File: src/rtl/fpu_mul_pkg.sv
// Shared types and widths for the sequential mantissa multiplier.
// The state type and the operand and product geometry live here.
package fpu_mul_pkg;

    localparam int MANT_W = 24;
    localparam int PROD_W = 48;
    localparam int BYTE_W = 8;
    localparam int NUM_PP = 9;

    typedef enum logic [1:0] {
        ST_IDLE = 2'd0,
        ST_MUL  = 2'd1,
        ST_DONE = 2'd2
    } state_e;

endpackage

File: src/rtl/mantissa_mul_seq_mult8.sv
// Combinational 8x8 unsigned multiplier.
// The top reuses one instance for every partial product.
module Multiplier_8X8
    import fpu_mul_pkg::*;
(
    input  logic [BYTE_W-1:0]   a_i,
    input  logic [BYTE_W-1:0]   b_i,
    output logic [2*BYTE_W-1:0] p_o
);

    assign p_o = a_i * b_i;

endmodule

File: src/rtl/mantissa_mul_seq.sv
// Sequential 24x24 mantissa multiplier.
// It accumulates nine byte partial products through one shared 8x8 multiplier.
module mantissa_mul_seq
    import fpu_mul_pkg::*;
(
    input  logic              clk,
    input  logic              rst,
    input  logic              flush,
    input  logic              in_valid,
    output logic              in_ready,
    input  logic [MANT_W-1:0] a_i,
    input  logic [MANT_W-1:0] b_i,
    output logic              out_valid,
    input  logic              out_ready,
    output logic [PROD_W-1:0] p_o,
    output logic              busy_o
);

    state_e              state_q, state_d;
    logic [1:0]          i_q, i_d;
    logic [1:0]          j_q, j_d;
    logic [MANT_W-1:0]   a_q, a_d;
    logic [MANT_W-1:0]   b_q, b_d;
    logic [PROD_W-1:0]   acc_q, acc_d;

    logic [BYTE_W-1:0]   a_byte;
    logic [BYTE_W-1:0]   b_byte;
    logic [2*BYTE_W-1:0] pp;
    logic [2:0]          sh;
    logic [PROD_W-1:0]   pp_ext;
    logic [PROD_W-1:0]   pp_sh;

    assign in_ready  = (state_q == ST_IDLE);
    assign out_valid = (state_q == ST_DONE);
    assign busy_o    = (state_q == ST_MUL);
    assign p_o       = acc_q;

    // Pick byte i of A and byte j of B for the current partial product
    always_comb begin
        a_byte = '0;
        b_byte = '0;
        unique case (i_q)
            2'd0:    a_byte = a_q[7:0];
            2'd1:    a_byte = a_q[15:8];
            2'd2:    a_byte = a_q[23:16];
            default: a_byte = '0;
        endcase
        unique case (j_q)
            2'd0:    b_byte = b_q[7:0];
            2'd1:    b_byte = b_q[15:8];
            2'd2:    b_byte = b_q[23:16];
            default: b_byte = '0;
        endcase
    end

    Multiplier_8X8 u_mult (
        .a_i (a_byte),
        .b_i (b_byte),
        .p_o (pp)
    );

    assign sh     = {1'b0, i_q} + {1'b0, j_q};
    assign pp_ext = {{(PROD_W-2*BYTE_W){1'b0}}, pp};

    // Align the partial product to byte position i+j
    always_comb begin
        pp_sh = '0;
        unique case (sh)
            3'd0:    pp_sh = pp_ext;
            3'd1:    pp_sh = pp_ext << 8;
            3'd2:    pp_sh = pp_ext << 16;
            3'd3:    pp_sh = pp_ext << 24;
            3'd4:    pp_sh = pp_ext << 32;
            default: pp_sh = '0;
        endcase
    end

    // Next-state logic: flush wins over accept and the output handshake
    always_comb begin
        state_d = state_q;
        i_d     = i_q;
        j_d     = j_q;
        a_d     = a_q;
        b_d     = b_q;
        acc_d   = acc_q;
        if (flush) begin
            state_d = ST_IDLE;
            i_d     = '0;
            j_d     = '0;
            acc_d   = '0;
        end else begin
            unique case (state_q)
                ST_IDLE: begin
                    if (in_valid) begin
                        a_d     = a_i;
                        b_d     = b_i;
                        acc_d   = '0;
                        i_d     = '0;
                        j_d     = '0;
                        state_d = ST_MUL;
                    end
                end
                ST_MUL: begin
                    acc_d = acc_q + pp_sh;
                    if (j_q == 2'd2) begin
                        j_d = '0;
                        if (i_q == 2'd2) begin
                            i_d     = '0;
                            state_d = ST_DONE;
                        end else begin
                            i_d = i_q + 2'd1;
                        end
                    end else begin
                        j_d = j_q + 2'd1;
                    end
                end
                ST_DONE: begin
                    if (out_ready) begin
                        acc_d   = '0;
                        state_d = ST_IDLE;
                    end
                end
                default: begin
                    state_d = ST_IDLE;
                    acc_d   = '0;
                end
            endcase
        end
    end

    // State registers with asynchronous reset
    always_ff @(posedge clk or posedge rst) begin
        if (rst) begin
            state_q <= ST_IDLE;
            i_q     <= '0;
            j_q     <= '0;
            a_q     <= '0;
            b_q     <= '0;
            acc_q   <= '0;
        end else begin
            state_q <= state_d;
            i_q     <= i_d;
            j_q     <= j_d;
            a_q     <= a_d;
            b_q     <= b_d;
            acc_q   <= acc_d;
        end
    end

endmodule

File: config.mk
export PLATFORM = sky130hd
export DESIGN_NAME = mantissa_mul_seq
export DESIGN_NICKNAME = d
export VERILOG_FILES = /design/src/rtl/fpu_mul_pkg.sv /design/src/rtl/mantissa_mul_seq_mult8.sv /design/src/rtl/mantissa_mul_seq.sv
export SDC_FILE = /design/constraint.sdc
export NUM_CORES = 1
export LEC_CHECK = 0
export ABC_AREA = 1
export BUFFER_PORTS_ARGS = -buffer_cell sky130_fd_sc_hd__buf_2
export CAP_MARGIN = 20
export CORE_AREA = 3 3 250 129
export CTS_BUF_LIST = sky130_fd_sc_hd__clkbuf_4 sky130_fd_sc_hd__clkbuf_8
export DETAILED_ROUTE_END_ITERATION = 8
export DIE_AREA = 0 0 253 132
export GPL_TIMING_DRIVEN = 1
export SLEW_MARGIN = 40
export SYNTH_ARGS = -nofsm -noshare
export SYNTH_HDL_FRONTEND = slang
export SYNTH_SLANG_ARGS = --single-unit
File: constraint.sdc
create_clock -name clk -period 17.1 [get_ports clk]
set_clock_uncertainty 0.1 [all_clocks]
set_input_delay 2.565 -clock clk [delete_from_list [all_inputs] [get_ports clk]]
set_output_delay 2.565 -clock clk [all_outputs]
set_load 0.01 [all_outputs]
==> Word level (Yosys, flattened, before mapping) <==
Index checks and enable logic that the tools add are counted.
{ "totals": {"regBits": 102, "output_inout_bits": 51} }
{ "classes": {"n_addsub": 4, "n_mul": 1, "n_eq_ne": 14, "muxes": 21, "n_bitwise": 1, "n_reduce_logical": 10} }
{ "ops": {"columns": ["operator", "count"], "rows": [
  ["$pmux W48 S5", 1],
  ["$mux W48", 3],
  ["$pmux W48 S3", 1],
  ["$add A48 B48 Y48", 1],
  ["$pmux W8 S3", 2],
  ["$mux W2", 11],
  ["$mul A8 B8 Y16", 1],
  ["$ne A3 B2 Y1 const B", 3],
  ["$pmux W2 S2", 2],
  ["$eq A2 B1 Y1 const B", 3],
  ["$eq A2 B2 Y1 const B", 3],
  ["$eq A3 B2 Y1 const B", 2],
  ["$logic_not A2 Y1", 3],
  ["$pmux W2 S3", 1],
  ["$reduce_and A3 Y1", 2],
  ["$add A2 B1 Y2 const B", 2],
  ["$reduce_and A2 Y1", 2],
  ["$reduce_and A4 Y1", 1],
  ["$add A2 B2 Y3", 1],
  ["$eq A3 B1 Y1 const B", 1],
  ["$eq A3 B3 Y1 const B", 1],
  ["$logic_not A3 Y1", 1],
  ["$ne A3 B3 Y1 const B", 1],
  ["$reduce_bool A3 Y1", 1],
  ["$not A1 Y1", 1]
]} }

==> Depth between registers and ports, before layout <==
Gate-level depths: netlist (run 1).
{ "logic_depth": {"word_depth": 7, "depth_mapped": 41, "mapped_depth_nobuf": 41} }

==> Cells and area by module <==
From an unflattened synthesis (run 1), not the netlist that was laid out.
{ "hier_totals": {"cells_unflattened": 1750, "hier_area_um2": 11105.7} }
{ "by_module_without_submodules": {"columns": ["module", "instances", "cells_each", "area_per_inst_um2", "seq_area_each_um2"], "rows": [
  ["mantissa_mul_seq", 1, 1375, 8709.6, 2552.4],
  ["Multiplier_8X8", 1, 375, 2396.0, 0.0]
]} }

==> Worst setup path before layout (run 1) <==
OpenSTA, ideal clock, no wires.
{ "synth_timing": {"path_kind": "register -> register", "startpoint": "register i_q[0]", "endpoint": "register acc_q[13] (netlist: p_o[13])", "arrival_ns": 5.717, "required_time_ns": 16.883, "path_slack_ns": 11.166, "stages_incl_launch_ff": 30, "path_buffers": 0, "period_less_slack_ns": 5.934, "cell_sequence": "dfrtp_1 inv_1 nor2_4 nand2_1 nand3_1 nand2_1 fa_1 fa_1 inv_1 fa_1 inv_1 fa_1 inv_1 ha_1 a21oi_1 o21ai_1 a21oi_2 o21ai_1 xor2_1 o22ai_1 ha_1 nand2_2 inv_1 a21oi_2 inv_1 nor2_1 nand2_1 or2_1 nand3_1 nand2_1"} }
{ "synth_via": {"elab_chain_len": 7, "word_cells_on_any_way": 15, "classes_between": "add/sub (2); mul (1); eq/ne (6); mux (4); reduce/logical (2)"} }
{ "synth_lines": {"columns": ["item", "line", "source"], "rows": [
  ["start: declaration", "mantissa_mul_seq.sv:20", "logic [1:0] i_q, i_d;"],
  ["start signal: assignment", "mantissa_mul_seq.sv:142", "i_q <= i_d;"],
  ["$eq A2 B2 Y1 (tied with other cells)", "mantissa_mul_seq.sv:42", "unique case (i_q)"],
  ["$pmux W8 S3", "mantissa_mul_seq.sv:42", null],
  ["$mul A8 B8 Y16", "mantissa_mul_seq_mult8.sv:11", "assign p_o = a_i * b_i;"],
  ["$pmux W48 S5 *", "mantissa_mul_seq.sv:68", "unique case (sh)"],
  ["$add A48 B48 Y48 *", "mantissa_mul_seq.sv:104", "acc_d = acc_q + pp_sh;"],
  ["$pmux W48 S3 *", "mantissa_mul_seq.sv:92", "unique case (state_q)"],
  ["$mux W48 *", "mantissa_mul_seq.sv:86", "if (flush) begin"],
  ["end signal: assignment", "mantissa_mul_seq.sv:139", "acc_q <= '0;"],
  ["end signal: assignment", "mantissa_mul_seq.sv:146", "acc_q <= acc_d;"],
  ["end: declaration", "mantissa_mul_seq.sv:24", "logic [PROD_W-1:0] acc_q, acc_d;"]
]} }
Every way passes the cells marked *; elsewhere a longest branch is shown, timed or not.
A chain may end at the register's enable or synchronous reset.

==> Final worst setup path (run 1) <==
{ "layout_timing": {"startpoint": "register i_q[0]", "endpoint": "register acc_q[47] (netlist: p_o[47])"} }
Same word-level chain as after synthesis.

==> results.cfg, run 1 <==
[sta]
max_freq_mhz = 140
slew_headroom = 0.417
worst_pin_slew_ns = 0.868
setup-tns-final_ns = 0
final-setup-viol-count = 0
slew_violations = 0
fin_crit_ns = 7.15
rsz0062_at_grt = no
post-route-period-util = 0.418
finalHoldViolCount = 0

[routing]
ant_nets = 0
drtIter0Drc = 737
via_per_inst = 4.96
firstDrtPassIters = 5
drc = 0
wl_mm = 32.4
num_vias = 9997
wl_per_cell_um = 16.1

[setup_path]
slowest_delay_ns = 0.61
critical_path_class = reg -> reg
critPathMaxFanout = 9
crit_top_cell = nand2_1
critPathRequiredTime_ns = 17.35
critPathTopFamily = adder cells
worst_setup_path_start_kind = flop
critPathSlowestCell = xor2_1
path_buf_inv = 5
worstSetupEndpointType = flop
crit_arrival_ns = 7.40

[floorplanning]
fp.dieH_um = 132
ios = 104
num_rows = 45
die_x_um = 253
initial_utilization = 0.349
coreArea_sq_um = 30200
die_area_sq_um = 33400

[synthesis]
syn_area_sq_um = 10500
yosys_warnings = 0
synth_edf_count = 0
syn_avg_cell_area_sq_um = 6.95
yosysSeqAreaShare = 0.243
synth_ff_type = dfrtp_1
synth_seq_cells = 102
synth_top_cell_area_share = 0.243
synthDistinctLibCells = 46
yosysMostFrequentCell = nand2_1
yosys.area.top_type = dfrtp_1
netlist_instances = 1514
async_reset_ff_frac = 1.00
synth_common_cells = nand2_1, inv_1, nor2_1
ys_top_cells_by_area = dfrtp_1, nand2_1, ha_1
syn-num-nets = 1689

[clock_tree]
cts-resized-gates = 0
cts_root_buffer = clkbuf_8
postCtsSetupRepairBufs = 0
clkTransAtPathRegs_ns = 0.12
cts_buffer_depth = 2
cts.sinks = 102
cts_hold_buf = 0
htree_levels = 3
cts-buffers-inserted = 9
cts_tree = yes
clock_insertion_delay_worst_skew_ns = 0.44

[final_layout]
antenna_cells = 0
final_cells = 2016
nNetsFinal = 1787
syn_to_final_growth_pct = 11.4
final_cell_area_sq_um = 11700
drive_above_1_share = 0.173

[place]
globalplace.congestion = 0.956
dp_hpwl_mm = 26.3
dpl-instance-area_sq_um = 11500
port_buffers = 103
dp.cells = 2000

[global_routing]
grt_pass1_wl_mm = 52.2
antenna_found_initial = 0
grt_overflow = 0
grt_use_total = 0.199
grt_max_degree = 55
first_global_vias = 9755

[status]
status = finished, final reports clean

[min_path]
hold_class = reg -> reg

[flow_run]
maxCapViolations = 0
[final timing paths]
check | start | to | cells past startpoint | slack, ns
worst max-delay path | i_q[0] | p_o[47] | 30 | 9.95
worst min-delay path | a_q[5] | a_q[5] | 1 | 0.42
worst max register to register | i_q[0] | p_o[47] | 30 | 9.95
worst min register to register | a_q[5] | a_q[5] | 1 | 0.42
max in group asynchronous | rst | p_o[22] | 3 | 13.65
min in group asynchronous | rst | state_q[1] | 2 | 2.10
[flip-flops by register name, indices dropped and copies added, names as in the netlist]
signal,count
p_o,48
i_q,2
a_q,24
b_q,24
state_q,2
j_q,2
[cells in the final DEF (no fill, tap or decap), drive strengths merged, types with 2 or more instances in the layout]
cell and instances:
buf 107, mux2 47, nand3b 6, o21bai 11
ha 84, a21oi 75, nor3 12, nand3 81
a22o 2, or2 4, fa 38, nand4 14
o22ai 33, a31oi 2, o31ai 4, clkinv 3
inv 269, nand2 502, xor2 5, dfrtp 102
o21ai 51, clkbuf 9, nor2 138, xnor2 11
[worst register-to-register path, delay by kind of cell (launching register included)]
kind / cells / cell delay [ns]
simple gates: 13 / 1.69
compound gates: 5 / 0.95
xor+xnor: 1 / 0.61
fa+ha+maj: 6 / 2.92
buf+inv: 5 / 0.31
flops: 1 / 0.49
[cells by family after synthesis]
group,Yosys count,share of synthesized area
AND/OR/NAND/NOR,760,0.316
buffers and inverters,286,0.104
AO/OA/AOI/OAI,181,0.101
adder cells (fa/ha/maj),122,0.172
flip-flops,102,0.243
multiplexers,47,0.0503
XOR/XNOR,16,0.0140
[per-stage QoR]
stage / setup slack [ns] / utilization / hold WS [ns]
floorplan: 11.17 / - / 0.380
global route: 9.39 / 0.388 / 0.428
CTS: 10.04 / 0.388 / 0.422
finish: 9.95 / 0.388 / 0.416
detailed placement: 10.04 / 0.381 / 0.395
global placement: 10.11 / 0.380 / 0.390
[final cells by class]
type,instances,area [sq um]
tap,399,499
inverter,266,1000
clock inverter,7,100
fill,3284,18500
multi-input combinational,1126,6900
clock buffer,9,124
timing repair buffer,107,546
sequential,102,2550
[per-layer routing]
layer | global-route usage | up-vias | wire length (um)
met4 | 0.0623 | 0 | 894
met5 | 0 | - | 0
li1 | - | 5004 | -
met2 | 0.319 | 251 | 14500
met1 | 0.272 | 4690 | 15400
met3 | 0.0367 | 52 | 1560
Power of run 1 is left out: the tool's default activity adds up to more than one toggle a clock period on the data nets, which glitch-free logic cannot reach.
==> run 2: changes to the inputs <==
==> constraint.sdc (replaced) <==
create_clock -name clk -period 6.64 [get_ports clk]
set_clock_uncertainty 0.1 [all_clocks]
set_input_delay 0.996 -clock clk [delete_from_list [all_inputs] [get_ports clk]]
set_output_delay 0.996 -clock clk [all_outputs]
set_load 0.01 [all_outputs]
==> run 2 against run 1 <==
Effect of this change:
- register-to-register slack got worse by 9.6 ns
- core utilization increased by 2.9 points
- worst setup slack got worse by 9.6 ns
- via count rose by 1.6%
- clock-buffer cell count increased by 1
- hold slack improved by 0.0034 ns
- sequential share of layout area decreased by 1.5 points
- flip-flop and latch count did not move
- non-clock buffer count increased by 60
- highest routed layer unchanged
==> results.cfg, run 2 (synthesized netlist as in run 1, its figures left out) <==
[sta]
slew_violations = 0
worst_slack_ns = 0.312
max_freq_mhz = 158
final-setup-viol-count = 0
slew_headroom = 0.547
fin_crit_ns = 6.33
post-route-period-util = 0.953
finalHoldViolCount = 0
rsz0062_at_grt = yes
worst_pin_slew_ns = 0.679

[clock_tree]
cts_hold_buf = 0
cts_buffer_depth = 2
clkTransAtPathRegs_ns = 0.12
htree_levels = 3
cts-buffers-inserted = 9
cts_tree = yes
cts.sinks = 102
cts_root_buffer = clkbuf_8
clock_insertion_delay_worst_skew_ns = 0.44

[place]
dp_hpwl_mm = 26.8
port_buffers = 103
pre_cts_ws_ns = -0.0777
globalplace.congestion = 0.969

[setup_path]
critPathMaxFanout = 8
critPathRequiredTime_ns = 6.88
slowest_delay_ns = 0.54
crit_top_cell = nand2_1
critPathTopFamily = adder cells
critical_path_class = reg -> reg
crit_arrival_ns = 6.57
critPathSlowestCell = fa_1
worstSetupEndpointType = flop
worst_setup_path_start_kind = flop
path_buf_inv = 6

[final_layout]
largest_register_ffs = 48
syn_to_final_growth_pct = 19.8
antenna_cells = 0
nNetsFinal = 1847
mostFrequentLayoutCell = nand2_1
final_cell_mix = nand2_1, inv_1, buf_2
drive_above_1_share = 0.261

[routing]
wl_per_cell_um = 16.1
firstDrtPassIters = 5
via_per_inst = 4.89
wl_mm = 33.4
ant_nets = 0
drc = 0
drtIter0Drc = 736
num_vias = 10200

[status]
status = finished, final reports clean

[floorplanning]
ios = 104
num_rows = 45
fp.dieH_um = 132
die_x_um = 253
die_area_sq_um = 33400
initial_utilization = 0.349
coreArea_sq_um = 30200

[global_routing]
grt_overflow = 0
antenna_found_initial = 0
first_global_vias = 9783
grt_use_total = 0.200
grt_pass1_wl_mm = 52.5
grt_max_degree = 56

[min_path]
hold_class = reg -> reg

[flow_run]
maxCapViolations = 0
## run 2: cell types whose count changed in the layout (fill, tap and decap cells not counted), moves of 11 or more
cell / previous run / this run
buf_4: 4 / 63
nand2_1: 468 / 445
nand2_2: 32 / 52
ha_1: 84 / 68
nor2_1: 106 / 91
a21oi_1: 68 / 55
nand3_1: 76 / 63
a21oi_2: 7 / 18
## run 2: final timing paths
path,from,endpoint,slack [ns],cells after the start
setup / recovery,j_q[1],p_o[37],0.31,32
hold reg to reg,b_q[18],b_q[18],0.42,1
setup reg to reg,j_q[1],p_o[37],0.31,32
max in group asynchronous,rst,p_o[22],4.76,3
hold / removal,b_q[18],b_q[18],0.42,1
min in group asynchronous,rst,state_q[1],0.54,2
## run 2: cell type report
| cell class | count | area [sq um] |
|---|---|---|
| flip-flops and latches | 102 | 2560 |
| multi-input cells | 1126 | 7360 |
| inverters | 266 | 1000 |
| repair buffers | 167 | 1000 |
| clock buffers | 10 | 131 |
| fillers | 3215 | 17600 |
| well taps | 399 | 499 |
| clock inverters | 6 | 52.6 |
## run 2: per-layer routing
layer,GRT usage,vias up,part of all wire
li1,-,5117,-
met1,0.271,4771,0.47
met2,0.322,223,0.46
met3,0.0422,43,0.053
met4,0.0582,0,0.022
met5,0,-,0
## run 2: through the flow
stage	setup TNS (ns)	cell area (sq um)	cells	hold WS (ns)	utilization
4_1_cts	0	12000	2055	0.423	0.397
2_1_floorplan	0	10500	1514	0.380	-
3_3_place_gp	-0.000852	11800	2039	0.389	0.390
5_1_grt	-0.706	12600	2076	0.443	0.418
6_report	0	12600	2076	0.419	0.418
3_5_place_dp	-0.0909	11800	2039	0.395	0.390
## run 2: what timing repair did
item | 4_1_cts | 5_1_grt
gates resized for setup | 4 | 128
buffers inserted | 0 | 21
endpoints found under the setup margin | 11 | 37
pin swaps | 0 | 47
Power of run 2 is left out for the same reason.
==> run 3: changes to the inputs <==
--- a/config.mk
+++ b/config.mk
@@ -8,11 +8,12 @@
 export ABC_AREA = 1
 export BUFFER_PORTS_ARGS = -buffer_cell sky130_fd_sc_hd__buf_2
 export CAP_MARGIN = 20
-export CORE_AREA = 3 3 250 129
+export CORE_AREA = 3 3 187 171
 export CTS_BUF_LIST = sky130_fd_sc_hd__clkbuf_4 sky130_fd_sc_hd__clkbuf_8
 export DETAILED_ROUTE_END_ITERATION = 8
-export DIE_AREA = 0 0 253 132
+export DIE_AREA = 0 0 190 174
 export GPL_TIMING_DRIVEN = 1
+export HOLD_SLACK_MARGIN = 0.02
 export SLEW_MARGIN = 40
 export SYNTH_ARGS = -nofsm -noshare
 export SYNTH_HDL_FRONTEND = slang
==> run 3 against run 2 <==
Effect of this change:
- critical path depth increased by 3
- fmax decreased by 1.4%
- flip-flop and latch count is the same
- register-to-register slack lost 0.09 ns
- worst setup slack worse by 0.088 ns
- sequential share of layout area decreased by 1.9 points
- first-iteration DRC count increased by 14%
- routed wire length grew 14%
- core utilization up 4.7 points
- non-clock buffer count increased by 99
- critical endpoint is now p_o[18]
- die area down 1.0%
==> results.cfg, run 3 (synthesized netlist as in run 1, its figures left out) <==
[final_layout]
mostFrequentLayoutCell = nand2_1
drive_above_1_share = 0.334
fillers = 3024
regArea_sq_um = 2560
largest_register_ffs = 48
final_cell_mix = nand2_1, inv_1, buf_4
multiInputGateArea_sq_um = 7780
syn_to_final_growth_pct = 32.2
nNetsFinal = 1947
final_core_util = 0.464
antenna_cells = 0

[min_path]
hold_class = reg -> reg
min_from = a_q[13]

[setup_path]
startpoint = i_q[0]
worstReg2RegEnd = p_o[18]
crit_end = p_o[18]
critPathRequiredTime_ns = 6.85
path_buf_inv = 12
r2r-start = i_q[0]
critical_path_class = reg -> reg
reg2reg_slack_ns = 0.22
slowest_delay_ns = 0.55
crit_arrival_ns = 6.62
worstSetupEndpointType = flop
worst-path-stages = 35
critPathMaxFanout = 8
critPathSlowestCell = fa_1
critPathTopFamily = adder cells
worst_setup_path_start_kind = flop
r2r_cells = 35

[routing]
via_per_inst = 4.97
drc = 0
firstDrtPassIters = 5
drtIter0Drc = 837
wl_per_cell_um = 17.4
wl_mm = 38.0
ant_nets = 0
num_vias = 10800

[floorplanning]
initial_utilization = 0.351
num_rows = 60
ios = 104
die_area_sq_um = 33100
fp.dieH_um = 174
coreArea_sq_um = 30000
die_x_um = 190

[clock_tree]
clkTransAtPathRegs_ns = 0.12
cts.sinks = 102
htree_levels = 3
cts-buffers-inserted = 9
clock_insertion_delay_worst_skew_ns = 0.41
cts_tree = yes
cts_buffer_depth = 2
cts_root_buffer = clkbuf_8

[sta]
worst_hold_slack_ns = 0.424
final-setup-viol-count = 0
fin_crit_ns = 6.42
worst_pin_slew_ns = 0.763
finalHoldViolCount = 0
slew_headroom = 0.491
post-route-period-util = 0.966
slew_violations = 0
max_freq_mhz = 156

[global_routing]
antenna_found_initial = 0
grt_use_total = 0.223
first_global_vias = 10400
grt_pass1_wl_mm = 57.7
grt_overflow = 0
grt_max_degree = 72

[status]
status = finished, final reports clean

[place]
port_buffers = 103
globalplace.congestion = 1.01
dp_hpwl_mm = 30.1

[flow_run]
maxCapViolations = 0
==> run 3: cell count changes in the layout (fill, tap and decap cells not counted), moves of 9 or more <==
| cell | delta |
|---|---|
| buf_4 | +84 |
| nand2_1 | -18 |
| nand2_2 | +13 |
| nand3_1 | -11 |
| a21oi_1 | -9 |
==> run 3: worst min-delay path by stage <==
stage                         end  slack [ns]  cells past startpoint
after detailed placement   a_q[3]        0.40                      1
after floorplan            b_q[0]        0.38                      1
after global placement     a_q[7]        0.39                      1
final                     a_q[13]        0.42                      1
after global routing      a_q[19]        0.44                      1
after CTS                  a_q[1]        0.42                      1
==> run 3: through the flow <==
stage / instances / setup WS (ns) / area, sq um / TNS (ns)
CTS: 2151 / 0.0402 / 12800 / 0
global route: 2180 / -0.100 / 13900 / -1.49
global placement: 2133 / -0.0893 / 12500 / -0.672
detailed placement: 2133 / -0.174 / 12500 / -1.80
finish: 2180 / 0.224 / 13900 / 0
floorplan: 1514 / 0.706 / 10500 / 0
==> run 3: final cells by class <==
cell class | instances | share of cell area
multi-input cells | 1127 | 0.560
well taps | 403 | 0.0363
clock buffers | 10 | 0.00990
flip-flops and latches | 102 | 0.184
clock inverters | 6 | 0.00441
inverters | 266 | 0.0720
repair buffers | 266 | 0.134
==> run 3: routing by layer <==
| metal | vias up | global-route usage | share of wire |
|---|---|---|---|
| li1 | 5336 | - | - |
| met1 | 5119 | 0.333 | 0.47 |
| met2 | 345 | 0.328 | 0.43 |
| met3 | 44 | 0.0520 | 0.082 |
| met4 | 0 | 0.0459 | 0.016 |
| met5 | - | 0 | 0 |
==> run 3: what timing repair did <==
| action | CTS | global route |
|---|---|---|
| resized for setup | 10 | 207 |
| cloned | 0 | 1 |
| hold buffers | 0 | 0 |
| setup endpoints to repair | 23 | 37 |
| pin swaps | 4 | 64 |
| buffers inserted | 2 | 28 |
Power of run 3 is left out for the same reason.
